File: config.mk
export PLATFORM = sky130hd
export DESIGN_NAME = serial_subtractor
export DESIGN_NICKNAME = d
export VERILOG_FILES = /design/src/rtl/serial_arith_pkg.sv /design/src/rtl/full_subtractor.sv /design/src/rtl/serial_subtractor.sv
export SDC_FILE = /design/constraint.sdc
export NUM_CORES = 1
export LEC_CHECK = 0
export ABC_AREA = 1
export BUFFER_PORTS_ARGS = -buffer_cell sky130_fd_sc_hd__clkbuf_2
export CORE_MARGIN = 2
export CORE_UTILIZATION = 31
export DETAILED_ROUTE_END_ITERATION = 16
export MAX_ROUTING_LAYER = met4
export PLACE_DENSITY = 0.51
export SLEW_MARGIN = 10
export SYNTH_ARGS = -nofsm -noshare
export SYNTH_HDL_FRONTEND = slang
export SYNTH_SLANG_ARGS = --single-unit
File: constraint.sdc
create_clock -name clk -period 1.36 [get_ports clk]
set_input_delay 0.068 -clock clk [delete_from_list [all_inputs] [get_ports clk]]
set_output_delay 0.068 -clock clk [all_outputs]
set_load 0.05 [all_outputs]
File: src/rtl/serial_arith_pkg.sv
// Shared definitions for the bit-serial arithmetic blocks (subtractor now, adder later).
// Holds the default width, counter sizing and the FSM state encoding.
package serial_arith_pkg;

  localparam int SERIAL_WIDTH_DEF = 8;

  typedef enum logic [1:0] {
    ST_IDLE  = 2'd0,
    ST_SHIFT = 2'd1,
    ST_DONE  = 2'd2
  } ser_state_t;

  // Bit counter spans 0..WIDTH-1; keep at least one bit.
  function automatic int cnt_width(input int w);
    return (w < 2) ? 1 : $clog2(w);
  endfunction

endpackage

File: src/rtl/full_subtractor.sv
// One-bit full subtractor: d = a - b - bin, with borrow-out.
module full_subtractor (
  input  logic a,
  input  logic b,
  input  logic bin,
  output logic d,
  output logic bout
);

  assign d    = a ^ b ^ bin;
  assign bout = (~a & b) | (~(a ^ b) & bin);

endmodule

File: src/rtl/serial_subtractor.sv
// Bit-serial subtractor: accepts a, b, bin, resolves one bit per cycle LSB first,
// and presents diff/bout/zero/ovf with a valid/ready handshake on both sides.
module serial_subtractor
  import serial_arith_pkg::*;
#(
  parameter int WIDTH = SERIAL_WIDTH_DEF
) (
  input  logic             clk,
  input  logic             rst_n,
  input  logic             in_valid,
  output logic             in_ready,
  input  logic [WIDTH-1:0] a,
  input  logic [WIDTH-1:0] b,
  input  logic             bin,
  output logic             out_valid,
  input  logic             out_ready,
  output logic [WIDTH-1:0] diff,
  output logic             bout,
  output logic             zero,
  output logic             ovf
);

  localparam int            CW   = cnt_width(WIDTH);
  localparam logic [CW-1:0] LAST = CW'(WIDTH - 1);

  ser_state_t       r_state, w_state_nxt;
  logic [WIDTH-1:0] r_a, r_b;
  logic [WIDTH-2:0] r_dsr;
  logic             r_br, r_a_sign, r_b_sign;
  logic [CW-1:0]    r_cnt;
  logic             r_out_valid, r_bout, r_zero, r_ovf;
  logic [WIDTH-1:0] r_diff;

  logic             w_d, w_br_nxt, w_accept, w_last, w_handoff;
  logic [WIDTH-1:0] w_diff_fin;

  full_subtractor u_fs (
    .a    (r_a[0]),
    .b    (r_b[0]),
    .bin  (r_br),
    .d    (w_d),
    .bout (w_br_nxt)
  );

  assign w_accept   = in_valid && (r_state == ST_IDLE);
  assign w_last     = (r_state == ST_SHIFT) && (r_cnt == LAST);
  assign w_handoff  = (r_state == ST_DONE) && out_ready;
  // Bits resolved so far sit in r_dsr; the bit being resolved lands on top.
  assign w_diff_fin = {w_d, r_dsr};

  always_ff @(posedge clk or negedge rst_n) begin
    if (!rst_n) r_state <= ST_IDLE;
    else        r_state <= w_state_nxt;
  end

  always_comb begin
    w_state_nxt = r_state;
    case (r_state)
      ST_IDLE:  if (in_valid)  w_state_nxt = ST_SHIFT;
      ST_SHIFT: if (w_last)    w_state_nxt = ST_DONE;
      ST_DONE:  if (out_ready) w_state_nxt = ST_IDLE;
      default:                 w_state_nxt = ST_IDLE;
    endcase
  end

  always_ff @(posedge clk or negedge rst_n) begin
    if (!rst_n) begin
      r_a         <= '0;
      r_b         <= '0;
      r_dsr       <= '0;
      r_br        <= 1'b0;
      r_a_sign    <= 1'b0;
      r_b_sign    <= 1'b0;
      r_cnt       <= '0;
      r_out_valid <= 1'b0;
      r_diff      <= '0;
      r_bout      <= 1'b0;
      r_zero      <= 1'b0;
      r_ovf       <= 1'b0;
    end else begin
      if (w_accept) begin
        r_a      <= a;
        r_b      <= b;
        r_br     <= bin;
        r_a_sign <= a[WIDTH-1];
        r_b_sign <= b[WIDTH-1];
        r_dsr    <= '0;
        r_cnt    <= '0;
      end else if (r_state == ST_SHIFT) begin
        r_a   <= r_a >> 1;
        r_b   <= r_b >> 1;
        r_br  <= w_br_nxt;
        r_dsr <= w_diff_fin[WIDTH-1:1];
        r_cnt <= r_cnt + 1'b1;
      end

      // Result registers only change on completion, so they survive handoff.
      if (w_last) begin
        r_diff      <= w_diff_fin;
        r_bout      <= w_br_nxt;
        r_zero      <= (w_diff_fin == '0);
        r_ovf       <= (r_a_sign ^ r_b_sign) & (r_a_sign ^ w_d);
        r_out_valid <= 1'b1;
      end else if (w_handoff) begin
        r_out_valid <= 1'b0;
      end
    end
  end

  assign in_ready  = (r_state == ST_IDLE);
  assign out_valid = r_out_valid;
  assign diff      = r_diff;
  assign bout      = r_bout;
  assign zero      = r_zero;
  assign ovf       = r_ovf;

endmodule

### Yosys cells after proc, flatten, opt, wreduce, memory -nomap -nowiden

Index checks and enable logic that the tools add are counted.

| word-level totals | value |
|---|---|
| output and inout bits | 13 |
| bits in read-only memories | 0 |
| RAM bits | 0 |
| register bits | 43 |
| bits in latches | 0 |
| memories | 0 |
| logic and storage cells | 54 |
| input bits | 21 |

| cells by class | value |
|---|---|
| shifts and indexed selects | 0 |
| bitwise gates (word level) | 10 |
| muxes and demuxes | 16 |
| div/mod/pow operators | 0 |
| $mul | 0 |
| eq/ne operators | 6 |
| reduce and logical (&&, ||, !) cells | 8 |
| add/sub/neg operators | 1 |
| magnitude comparators | 0 |

Operator list:

| kind | count |
|---|---|
| $mux W8 | 4 |
| $mux W7 | 2 |
| $logic_not A8 Y1 | 1 |
| $mux W2 | 3 |
| $mux W3 | 2 |
| $ne A2 B2 Y1 const B | 3 |
| $pmux W2 S3 | 1 |
| $mux W1 | 4 |
| $reduce_bool A2 Y1 | 2 |
| $xor A1 B1 Y1 | 4 |
| $add A3 B1 Y3 const B | 1 |
| $and A1 B1 Y1 | 3 |
| $eq A3 B3 Y1 const B | 1 |
| $logic_and A1 B1 Y1 | 3 |
| $reduce_and A3 Y1 | 1 |
| $eq A2 B1 Y1 const B | 1 |
| $eq A2 B2 Y1 const B | 1 |
| $logic_not A2 Y1 | 1 |
| $not A1 Y1 | 2 |
| $or A1 B1 Y1 | 1 |

### Longest topological paths before layout

Gate-level depths: netlist of run 1.

| logic depth | value |
|---|---|
| depth in word-level cells | 6 |
| depth in mapped cells | 7 |
| depth with buffers taken out | 7 |

### Cells and area by module

Synthesis of run 1 repeated with hierarchy kept, for this count alone.

| unflattened totals | value |
|---|---|
| cell total of the unflattened synthesis | 204 |
| area total of the unflattened synthesis | 1831.8 um^2 |

By module, submodules not included:

| module | area each (um^2) | cells each | instances | seq. area each (um^2) |
|---|---|---|---|---|
| serial_subtractor | 1800.5 | 200 | 1 | 1076.0 |
| full_subtractor | 31.3 | 4 | 1 | 0.0 |

### Worst setup path before layout of run 1

OpenSTA, ideal clock, no wires.

| path | value |
|---|---|
| path type | reg2reg |
| from | register r_state[0] |
| to | register r_a[0] |
| required time | 1.292 ns |
| buffers on the path | 1 |
| data arrival time | 1.438 ns |
| stages on the path, launching flop included | 7 |
| setup time | 0.068 ns |
| clock period less this slack | 1.507 ns |
| path slack | -0.147 ns |
| cells stage by stage | dfrtp_1 > nor2_2 > nand2_2 > inv_4 > buf_6 > nand2_1 > nand3_1 |

| between the ends | value |
|---|---|
| longest elaborated chain between the ends | 3 |
| elaborated cells between the ends (all ways) | 5 |
| classes of those cells | eq/ne: 1; mux: 1; reduce/logical: 3 |

Ends and longest elaborated chain:

| what | line | source |
|---|---|---|
| start: declaration | serial_subtractor.sv:26 | `ser_state_t r_state, w_state_nxt;` |
| start signal: assignment | serial_subtractor.sv:53 | `else r_state <= w_state_nxt;` |
| $logic_not A2 Y1 * | - |  |
| net in_ready | serial_subtractor.sv:11 | `output logic in_ready,` |
| $logic_and A1 B1 Y1 * | serial_subtractor.sv:45 | `assign w_accept = in_valid && (r_state == ST_IDLE);` |
| $mux W8 or $reduce_bool A2 Y1 (tied branches) | - |  |
| end signal: assignment | serial_subtractor.sv:90 | `r_a <= r_a >> 1;` |
| end: declaration | serial_subtractor.sv:27 | `logic [WIDTH-1:0] r_a, r_b;` |

The timed path passes the listed nets; every way through them passes the cells marked *.
A chain may end at the register's enable or synchronous reset.

### Final worst setup path of run 1

| path | value |
|---|---|
| from | register r_b[0] |
| to | register r_ovf, in the netlist ovf |

| between the ends | value |
|---|---|
| longest elaborated chain between the ends | 4 |

Ends and longest elaborated chain:

| what | line | source |
|---|---|---|
| start: declaration | serial_subtractor.sv:27 |  |
| start signal: assignment | serial_subtractor.sv:91 | `r_b <= r_b >> 1;` |
| $xor A1 B1 Y1 (2 in a row) | full_subtractor.sv:10 | `assign d = a ^ b ^ bin;` |
| net u_fs.d | full_subtractor.sv:6 | `output logic d,` |
| $xor A1 B1 Y1 | serial_subtractor.sv:102 | `r_ovf <= (r_a_sign ^ r_b_sign) & (r_a_sign ^ w_d);` |
| $and A1 B1 Y1 | serial_subtractor.sv:102 |  |
| end signal: assignment | serial_subtractor.sv:102 |  |
| end: declaration | serial_subtractor.sv:31 | `logic r_out_valid, r_bout, r_zero, r_ovf;` |

The timed path passes the listed nets, and every way through them passes these cells.

==> metrics.md, run 1 <==
| Metric | Value |
|---|---|
| N_diodes | 0 |
| Gpl congestion | 0.715 |
| Status | complete, no violations |
| Crit share post-route | 99.6% |
| Clk_lat worst skew | 0.29 ns |
| Cells along the critical path | inv_2 > fa_1 > inv_2 > o21ai_2 > nand3_1 > nand2_1 |
| Initial antenna violation count | 0 |
| Post-route DRC | 0 |
| H-tree Lvls | 2 |
| CP max stage cell | fa_1 |
| Drt first pass iters | 4 |
| Slowest stage delay, CP | 0.59 ns |
| Vias per std cell | 4.41 |
| #FFs+latches synth | 43 |
| Compound-Gate Fraction of Synth Area | 8.80% |
| Vias | 1,482 |
| Reg clk slew, reported paths | 0.08 ns |
| CP most frequent cell | inv_2 |
| DRT antenna net count | 0 |
| Fillers | 590 |
| Relative slew slack | 78.6% |
| Clock Tree Buf Depth | 2 |
| Post-route setup slack | 0.00531 ns |
| Min Tclk post-route | 1.35 ns |
| Fin Setup TNS | 0 ns |
| Mapped Cells | 203 |
| WP data required | 1.59 ns |
| Critical path peak fanout | 3 |
| Crit path capture type | flop |
| Die Ht | 82.1 um |
| Gr usage total | 12.1% |
| Clock skew after layout | 0.00637 ns |
| PD cells | 2230 nW/um^2 |
| Vias in the first global route | 1,335 |
| Clock Sink Count | 43 |
| Die width | 82.1 um |
| Post-placement setup slack | 0.0104 ns |
| Register area | 1080 um^2 |
| Die area | 6740 um^2 |
| Startpoint types | flop |
| Total CTS buffers | 5 |
| TritonCTS clock tree | built |
| Final setup fails | 0 |
| Synth Area in Simple Gates | 25.1% |
| Total gr overflow | 0 |
| Pins Over Slew Limit | 0 |
| Hold_ws | 0.00501 ns |
| Multi-input logic area | 709 um^2 |
| Slew @ Worst Pin | 0.321 ns |
| First-pass GRT wire length | 5990 um |
| Total Power | 5.45 mW |
| Fraction of layout instances using a drive strength above 1 | 28.0% |
| Layout area overhead | 29.5% |
| Synth cell types | 21 |
| Core area | 5920 um^2 |
| Adder-cell share of the synthesized area | 2.38% |
| Leakage | 1.23 nW |
| Worst path arrival time | 1.59 ns |
| RSZ-0062 raised after global routing | true |
| CTS root buffer | clkbuf_8 |
| Final Hold Fails | 0 |
| Worst vdd ir | 0.908 mV |
| Commonest non-fill, non-tap cell in the layout | nand2_1 |
| Pin count of the biggest net entering global routing | 44 |
| WL final | 3710 um |
| Min-delay worst type | input pin to flop |
| CP Class | flop to flop |
| Syn nets | 227 |
| Core Rows | 28 |
| Synth warnings | 0 |
| Multiplexer share of the synthesized area | 0% |
| Most frequent cells in the layout | nand2_1, dfrtp_1, clkbuf_2 |
| IO buf count | 33 |
| Highest Clock Rate | 0.738 GHz |
| I/O pin total | 34 |
| Max-cap violations | 0 |
| Initial Util | 31.9% |
| Netlist Area Pre-Place | 1890 um^2 |
| Largest family of logic cells by synthesized area | simple AND/OR/NAND/NOR gates |
| Xor/xnor share of the synthesized area | 0% |
| Register area share after synthesis | 56.9% |
| NumNets Final | 284 |
| Detailed placer's ending HPWL | 2370 um |
| Mapped Avg Cell Area | 9.31 um^2 |
| Fin util | 41.3% |
| WL/cell | 11.0 um |
| DRT iter0 DRCs | 43 |
==> sequential cells by signal, indices dropped and copies added, names as in the netlist <==
name and flops:
out_valid 1, r_a_sign 1, bout 1, r_dsr 7, r_cnt 3, zero 1
r_b_sign 1, r_a 8, r_b 8, r_state 2, r_br 1, ovf 1
diff 8
==> Yosys cell counts, drive strengths merged <==
cell type | count | area [um^2]
nor2 | 8 | 40.0
fa | 1 | 20.0
or2 | 1 | 6.26
nand2 | 86 | 348
buf | 7 | 67.6
dfrtp | 43 | 1080
ha | 2 | 25.0
o21ai | 22 | 151
o31ai | 1 | 7.51
a21o | 1 | 7.51
inv | 15 | 61.3
nand3 | 16 | 80.1
==> worst max-delay path: cells and delay by family (launching register included) <==
family | cells | cell delay (ns)
AOI/OAI and AO/OA | 1 | 0.10
and+or+nand+nor | 2 | 0.13
adders and majority gates | 1 | 0.59
DFF | 1 | 0.37
buffers and inverters | 2 | 0.11
==> power breakdown <==
group / switching (mW) / internal (mW) / total, mW / leakage [nW]
Clock: 0.423 / 0.464 / 0.887 / 0.0515
Sequential: 0.335 / 1.79 / 2.12 / 0.555
Combinational: 1.57 / 0.871 / 2.44 / 0.619
==> cell type report <==
type                       count  area share [%]
tap                           75            3.83
sequential                    43            44.0
multi-input combinational    139            29.0
timing repair buffer          56            16.6
clock buffer                   8            4.09
inverter                      15            2.51
==> repair_timing <==
action	in CTS	in global routing
cloned	0	1
hold buffers	16	0
pin swaps	5	3
setup endpoints to repair	4	10
endpoints found under the hold margin	58	0
resized for setup	4	4
setup buffers	0	1
==> metrics by stage <==
stage                     instances  cell area, um^2
after floorplan                 203             1900
after CTS                       334             2420
final                           336             2450
after detailed placement        310             2160
after global placement          310             2160
after global routing            336             2450
==> layer usage <==
layer	wire length, um	vias to the layer above	GRT usage (%)	share of wire, %
li1	-	755	-	-
met1	1850	693	15.2	50
met2	1660	29	19.1	45
met3	168	5	3.04	4.5
met4	32	0	4.00	0.86
met5	0	-	-	0
==> logic make-up after synthesis <==
kind of cell / count (synthesis)
flip-flops: 43
AND/OR/NAND/NOR: 111
buffers and inverters: 22
AO/OA/AOI/OAI: 24
adder cells (fa/ha/maj): 3
==> final timing paths <==
kind	startpoint	cells past startpoint	slack, ns	to
max	r_b[0]	6	0.005	ovf
min	b[0]	3	0.005	r_b[0]
max reg2reg	r_b[0]	6	0.005	ovf
min reg2reg	diff[0]	2	0.48	diff[0]
max in group asynchronous	rst_n	3	0.87	r_a_sign
min in group asynchronous	rst_n	3	0.29	diff[3]
Note: power is estimated with default switching activity, not from simulation.
==> run 2, diff against run 1 <==
==> constraint.sdc (replaced) <==
create_clock -name clk -period 1.36 [get_ports clk]
set_input_delay 0.136 -clock clk [delete_from_list [all_inputs] [get_ports clk]]
set_output_delay 0.136 -clock clk [all_outputs]
set_load 0.05 [all_outputs]
==> run 2 against run 1 <==
Via count decreased by 5.4%. Design area decreased by 6.1%. Routed wire length down 4.1%. Critical endpoint unchanged. Largest cell class unchanged.
==> metrics.md, run 2 (same netlist as run 1, synthesis figures left out) <==
| Metric | Value |
|---|---|
| Max-cap violations | 0 |
| DRT iter0 DRCs | 50 |
| Total CTS buffers | 5 |
| TritonCTS clock tree | built |
| Drt first pass iters | 4 |
| I/O pin total | 34 |
| NumNets Final | 268 |
| Detailed placer's ending HPWL | 2380 um |
| Reg clk slew, reported paths | 0.08 ns |
| Commonest non-fill, non-tap cell in the layout | nand2_1 |
| Final Hold Fails | 0 |
| Gpl congestion | 0.728 |
| Crit path capture type | flop |
| Fillers | 619 |
| IO buf count | 33 |
| WL/cell | 11.1 um |
| Clk_lat worst skew | 0.29 ns |
| Pin count of the biggest net entering global routing | 44 |
| Initial Util | 31.9% |
| Initial antenna violation count | 0 |
| Leakage | 1.15 nW |
| Post-route DRC | 0 |
| Worst vdd ir | 0.790 mV |
| Gr usage total | 12.3% |
| N_diodes | 0 |
| Total gr overflow | 0 |
| Clock skew after layout | 0.00564 ns |
| WP data required | 1.59 ns |
| Status | complete, no violations |
| Startpoint types | flop |
| Highest Clock Rate | 0.742 GHz |
| Clock Tree Buf Depth | 2 |
| Pins Over Slew Limit | 0 |
| Worst path arrival time | 1.58 ns |
| Min Tclk post-route | 1.35 ns |
| Fraction of layout instances using a drive strength above 1 | 29.4% |
| Critical path peak fanout | 3 |
| Clock Sink Count | 43 |
| Slew @ Worst Pin | 0.317 ns |
| H-tree Lvls | 2 |
| Core area | 5920 um^2 |
| Vias per std cell | 4.38 |
| RSZ-0062 raised after global routing | true |
| PD cells | 2360 nW/um^2 |
| Min-delay worst type | input pin to flop |
| Vias | 1,402 |
| Relative slew slack | 78.8% |
| Die Ht | 82.1 um |
| Core Rows | 28 |
| Die area | 6740 um^2 |
| Fin Setup TNS | 0 ns |
| Layout area overhead | 21.5% |
| DRT antenna net count | 0 |
| Final setup fails | 0 |
| CP Class | flop to flop |
| Die width | 82.1 um |
| Fin util | 38.8% |
| CTS root buffer | clkbuf_8 |
| Crit share post-route | 99.0% |
| Vias in the first global route | 1,322 |
| Most frequent cells in the layout | nand2_1, dfrtp_1, clkbuf_2 |
| WL final | 3560 um |
| First-pass GRT wire length | 6160 um |
[run 2: stage by stage]
| stage | area [um^2] | power (mW) | hold WS, ns | instances | worst slack [ns] |
|---|---|---|---|---|---|
| 2_1_floorplan | 1900 | 3.85 | -0.160 | 203 | 0.0393 |
| 3_3_place_gp | 2160 | 4.45 | 0.139 | 310 | 0.0181 |
| 3_5_place_dp | 2160 | 4.47 | 0.142 | 310 | -0.0110 |
| 4_1_cts | 2270 | 5.43 | 0.0433 | 319 | -0.0206 |
| 5_1_grt | 2300 | 5.85 | 0.0469 | 320 | -0.0990 |
| 6_report | 2300 | 5.42 | 0.0428 | 320 | 0.0129 |
[run 2: report_power, final]
part	internal [mW]	leakage [nW]	total (mW)	switching, mW
sequential	1.79	0.555	2.12	0.333
clock	0.464	0.0515	0.892	0.428
combinational	0.851	0.547	2.40	1.55
[run 2: path summary, 6_finish.rpt]
| kind | cells after the start | slack, ns | to | start |
|---|---|---|---|---|
| worst min register to register | 2 | 0.48 | r_cnt[1] | r_cnt[1] |
| worst max register to register | 6 | 0.01 | ovf | r_b[0] |
| min in group asynchronous | 3 | 0.35 | r_dsr[3] | rst_n |
| max in group asynchronous | 3 | 0.79 | r_b[1] | rst_n |
| worst min-delay path | 2 | 0.04 | r_state[1] | out_ready |
| worst max-delay path | 6 | 0.01 | ovf | r_b[0] |
[run 2: critical path: stages (launching register included)]
cell,delay (ns)
dfrtp_1,0.37
inv_2,0.05
fa_1,0.59
inv_2,0.06
o21ai_2,0.10
nand3_1,0.07
nand2_1,0.06
[run 2: final cells by class]
cell class / instances / area, um^2 / area share (%)
flip-flops and latches: 43 / 1080 / 46.8
multi-input cells: 138 / 707 / 30.8
repair buffers: 41 / 259 / 11.3
clock buffers: 8 / 100 / 4.36
well taps: 75 / 93.8 / 4.08
inverters: 15 / 61.3 / 2.67
[run 2: per-layer routing]
| metal | global-route usage (%) | share of wire (%) |
|---|---|---|
| met3 | 2.93 | 4.4 |
| met4 | 3.50 | 0.45 |
| met2 | 18.3 | 43 |
| met1 | 16.8 | 52 |
| met5 | - | 0 |
[run 2: repair_timing]
| action | CTS | global route |
|---|---|---|
| setup endpoints to repair | 5 | 13 |
| resized for setup | 5 | 4 |
| endpoints found under the hold margin | 43 | 0 |
| hold buffers | 1 | 0 |
| pin swaps | 5 | 3 |
| setup buffers | 0 | 1 |
==> run 3, diff against run 2 <==
--- a/config.mk
+++ b/config.mk
@@ -9,9 +9,10 @@
 export BUFFER_PORTS_ARGS = -buffer_cell sky130_fd_sc_hd__clkbuf_2
 export CORE_MARGIN = 2
 export CORE_UTILIZATION = 31
+export CTS_BUF_LIST = sky130_fd_sc_hd__clkbuf_8 sky130_fd_sc_hd__clkbuf_16
 export DETAILED_ROUTE_END_ITERATION = 16
 export MAX_ROUTING_LAYER = met4
-export PLACE_DENSITY = 0.51
+export PLACE_DENSITY = 0.49
 export SLEW_MARGIN = 10
 export SYNTH_ARGS = -nofsm -noshare
 export SYNTH_HDL_FRONTEND = slang
==> constraint.sdc (replaced) <==
create_clock -name clk -period 1.73 [get_ports clk]
set_input_delay 0.173 -clock clk [delete_from_list [all_inputs] [get_ports clk]]
set_output_delay 0.173 -clock clk [all_outputs]
set_load 0.05 [all_outputs]
==> run 3 against run 2 <==
Worst hold slack better by 0.042 ns. Critical endpoint is now in_ready. Critical path type is now flop to output port. Die area stayed put. First-iteration DRC count rose by 26%. Sequential power down 22%. Design area fell by 4.2%. Cell count down 1.9%. Clock skew about the same. Non-clock buffer count is 4 lower. Clock-buffer cell count shrank 3. Via count decreased by 1.0%. Setup slack improved by 0.28 ns. Largest cell class unchanged. Critical path depth decreased by 4.
==> metrics.md, run 3 (same netlist as run 1, synthesis figures left out) <==
| Metric | Value |
|---|---|
| CTS root buffer | clkbuf_8 |
| Fraction of layout instances using a drive strength above 1 | 25.5% |
| Total Power | 3.92 mW |
| H-tree Lvls | 2 |
| Vias per std cell | 4.42 |
| Final Hold Fails | 0 |
| Most frequent cells in the layout | nand2_1, dfrtp_1, clkbuf_2 |
| Drt first pass iters | 4 |
| WL final | 3750 um |
| Layout Cells excl Fill | 314 |
| CP Class | flop to output port |
| I/O pin total | 34 |
| Total gr overflow | 0 |
| Placed cells | 307 |
| Die Ht | 82.1 um |
| Layout area overhead | 16.3% |
| Crit path capture type | output port |
| Relative slew slack | 69.4% |
| Fin Setup TNS | 0 ns |
| Reg clk slew, reported paths | 0.07 ns |
| WP data required | 1.56 ns |
| N_diodes | 0 |
| Clk_lat worst skew | 0.29 ns |
| Clock skew after layout | 0.00521 ns |
| Crit share post-route | 82.9% |
| Vias | 1,388 |
| Clock Tree Buf Depth | 2 |
| Clock Sink Count | 43 |
| Min Tclk post-route | 1.43 ns |
| Postcts setup bufs | 0 |
| Fin util | 37.2% |
| Startpoint types | flop |
| Critical path peak fanout | 5 |
| Gr usage total | 12.5% |
| Max-cap violations | 0 |
| Die width | 82.1 um |
| NumNets Final | 264 |
| Initial antenna violation count | 0 |
| TritonCTS clock tree | built |
| Total CTS buffers | 5 |
| Leakage | 1.12 nW |
| Worst path arrival time | 1.26 ns |
| Vias in the first global route | 1,329 |
| Hold_ws | 0.0850 ns |
| Commonest non-fill, non-tap cell in the layout | nand2_1 |
| Gpl congestion | 0.714 |
| Pins Over Slew Limit | 0 |
| Post-route DRC | 0 |
| Core area | 5920 um^2 |
| Die area | 6740 um^2 |
| Detailed placer's ending HPWL | 2670 um |
| Min-delay worst type | input pin to flop |
| DRT antenna net count | 0 |
| First-pass GRT wire length | 6280 um |
| Status | complete, no violations |
| Highest Clock Rate | 0.697 GHz |
| Final setup fails | 0 |
| Worst vdd ir | 0.799 mV |
| Pin count of the biggest net entering global routing | 28 |
| Slew @ Worst Pin | 0.459 ns |
| IO buf count | 33 |
| PD cells | 1780 nW/um^2 |
| RSZ-0062 raised after global routing | false |
| WL/cell | 11.9 um |
| DRT iter0 DRCs | 63 |
| Initial Util | 31.9% |
| Core Rows | 28 |
## run 3: cell types whose count changed in the layout (fill, tap and decap cells not counted), sizes merged
| cell | delta |
|---|---|
| inv | +1 |
| buf | -4 |
| clkbuf | -3 |
## run 3: metrics by stage
step	setup slack (ns)	area, um^2
final	0.296	2200
after detailed placement	0.318	2120
after global placement	0.361	2120
after CTS	0.289	2200
after global routing	0.153	2200
after floorplan	0.223	1890
## run 3: power breakdown
group	leakage (nW)	switching [mW]	internal [mW]	total (mW)
logic	0.524	1.17	0.523	1.69
registers	0.555	0.251	1.41	1.66
clock network	0.0413	0.313	0.263	0.576
## run 3: cell type report
class | count | area [um^2]
fill | 621 | 3720
inverter | 15 | 61.3
sequential | 43 | 1080
clock inverter | 1 | 3.75
multi-input combinational | 138 | 686
clock buffer | 5 | 68.8
tap | 75 | 93.8
timing repair buffer | 37 | 210
## run 3: layer usage
layer  vias up  wire length [um]  track usage (%)
met5         -                 0                -
met4         0                15             3.50
met3         2               128             2.93
met2        30              1730             19.1
met1       649              1880             16.8
li1        707                 -                -
## run 3: path summary, 6_finish.rpt
path / endpoint / start / slack, ns / cells after the start
worst max-delay path: in_ready / r_state[0] / 0.30 / 2
worst min-delay path: r_a[1] / a[1] / 0.08 / 3
worst max register to register: ovf / r_b[0] / 0.32 / 6
worst min register to register: r_cnt[1] / r_cnt[1] / 0.48 / 2
max in group asynchronous: r_cnt[2] / rst_n / 0.88 / 3
min in group asynchronous: diff[0] / rst_n / 0.36 / 2
## run 3: critical path: stages (launching register included)
cell and delay [ns]:
dfrtp_1 0.48, nor2_2 0.20, clkbuf_2 0.30
## run 3: timing repair
action                                 CTS  global route
endpoints found under the hold margin   16             0
gates resized for setup                  0             0
setup endpoints to repair                0             0
hold buffers                             1             0
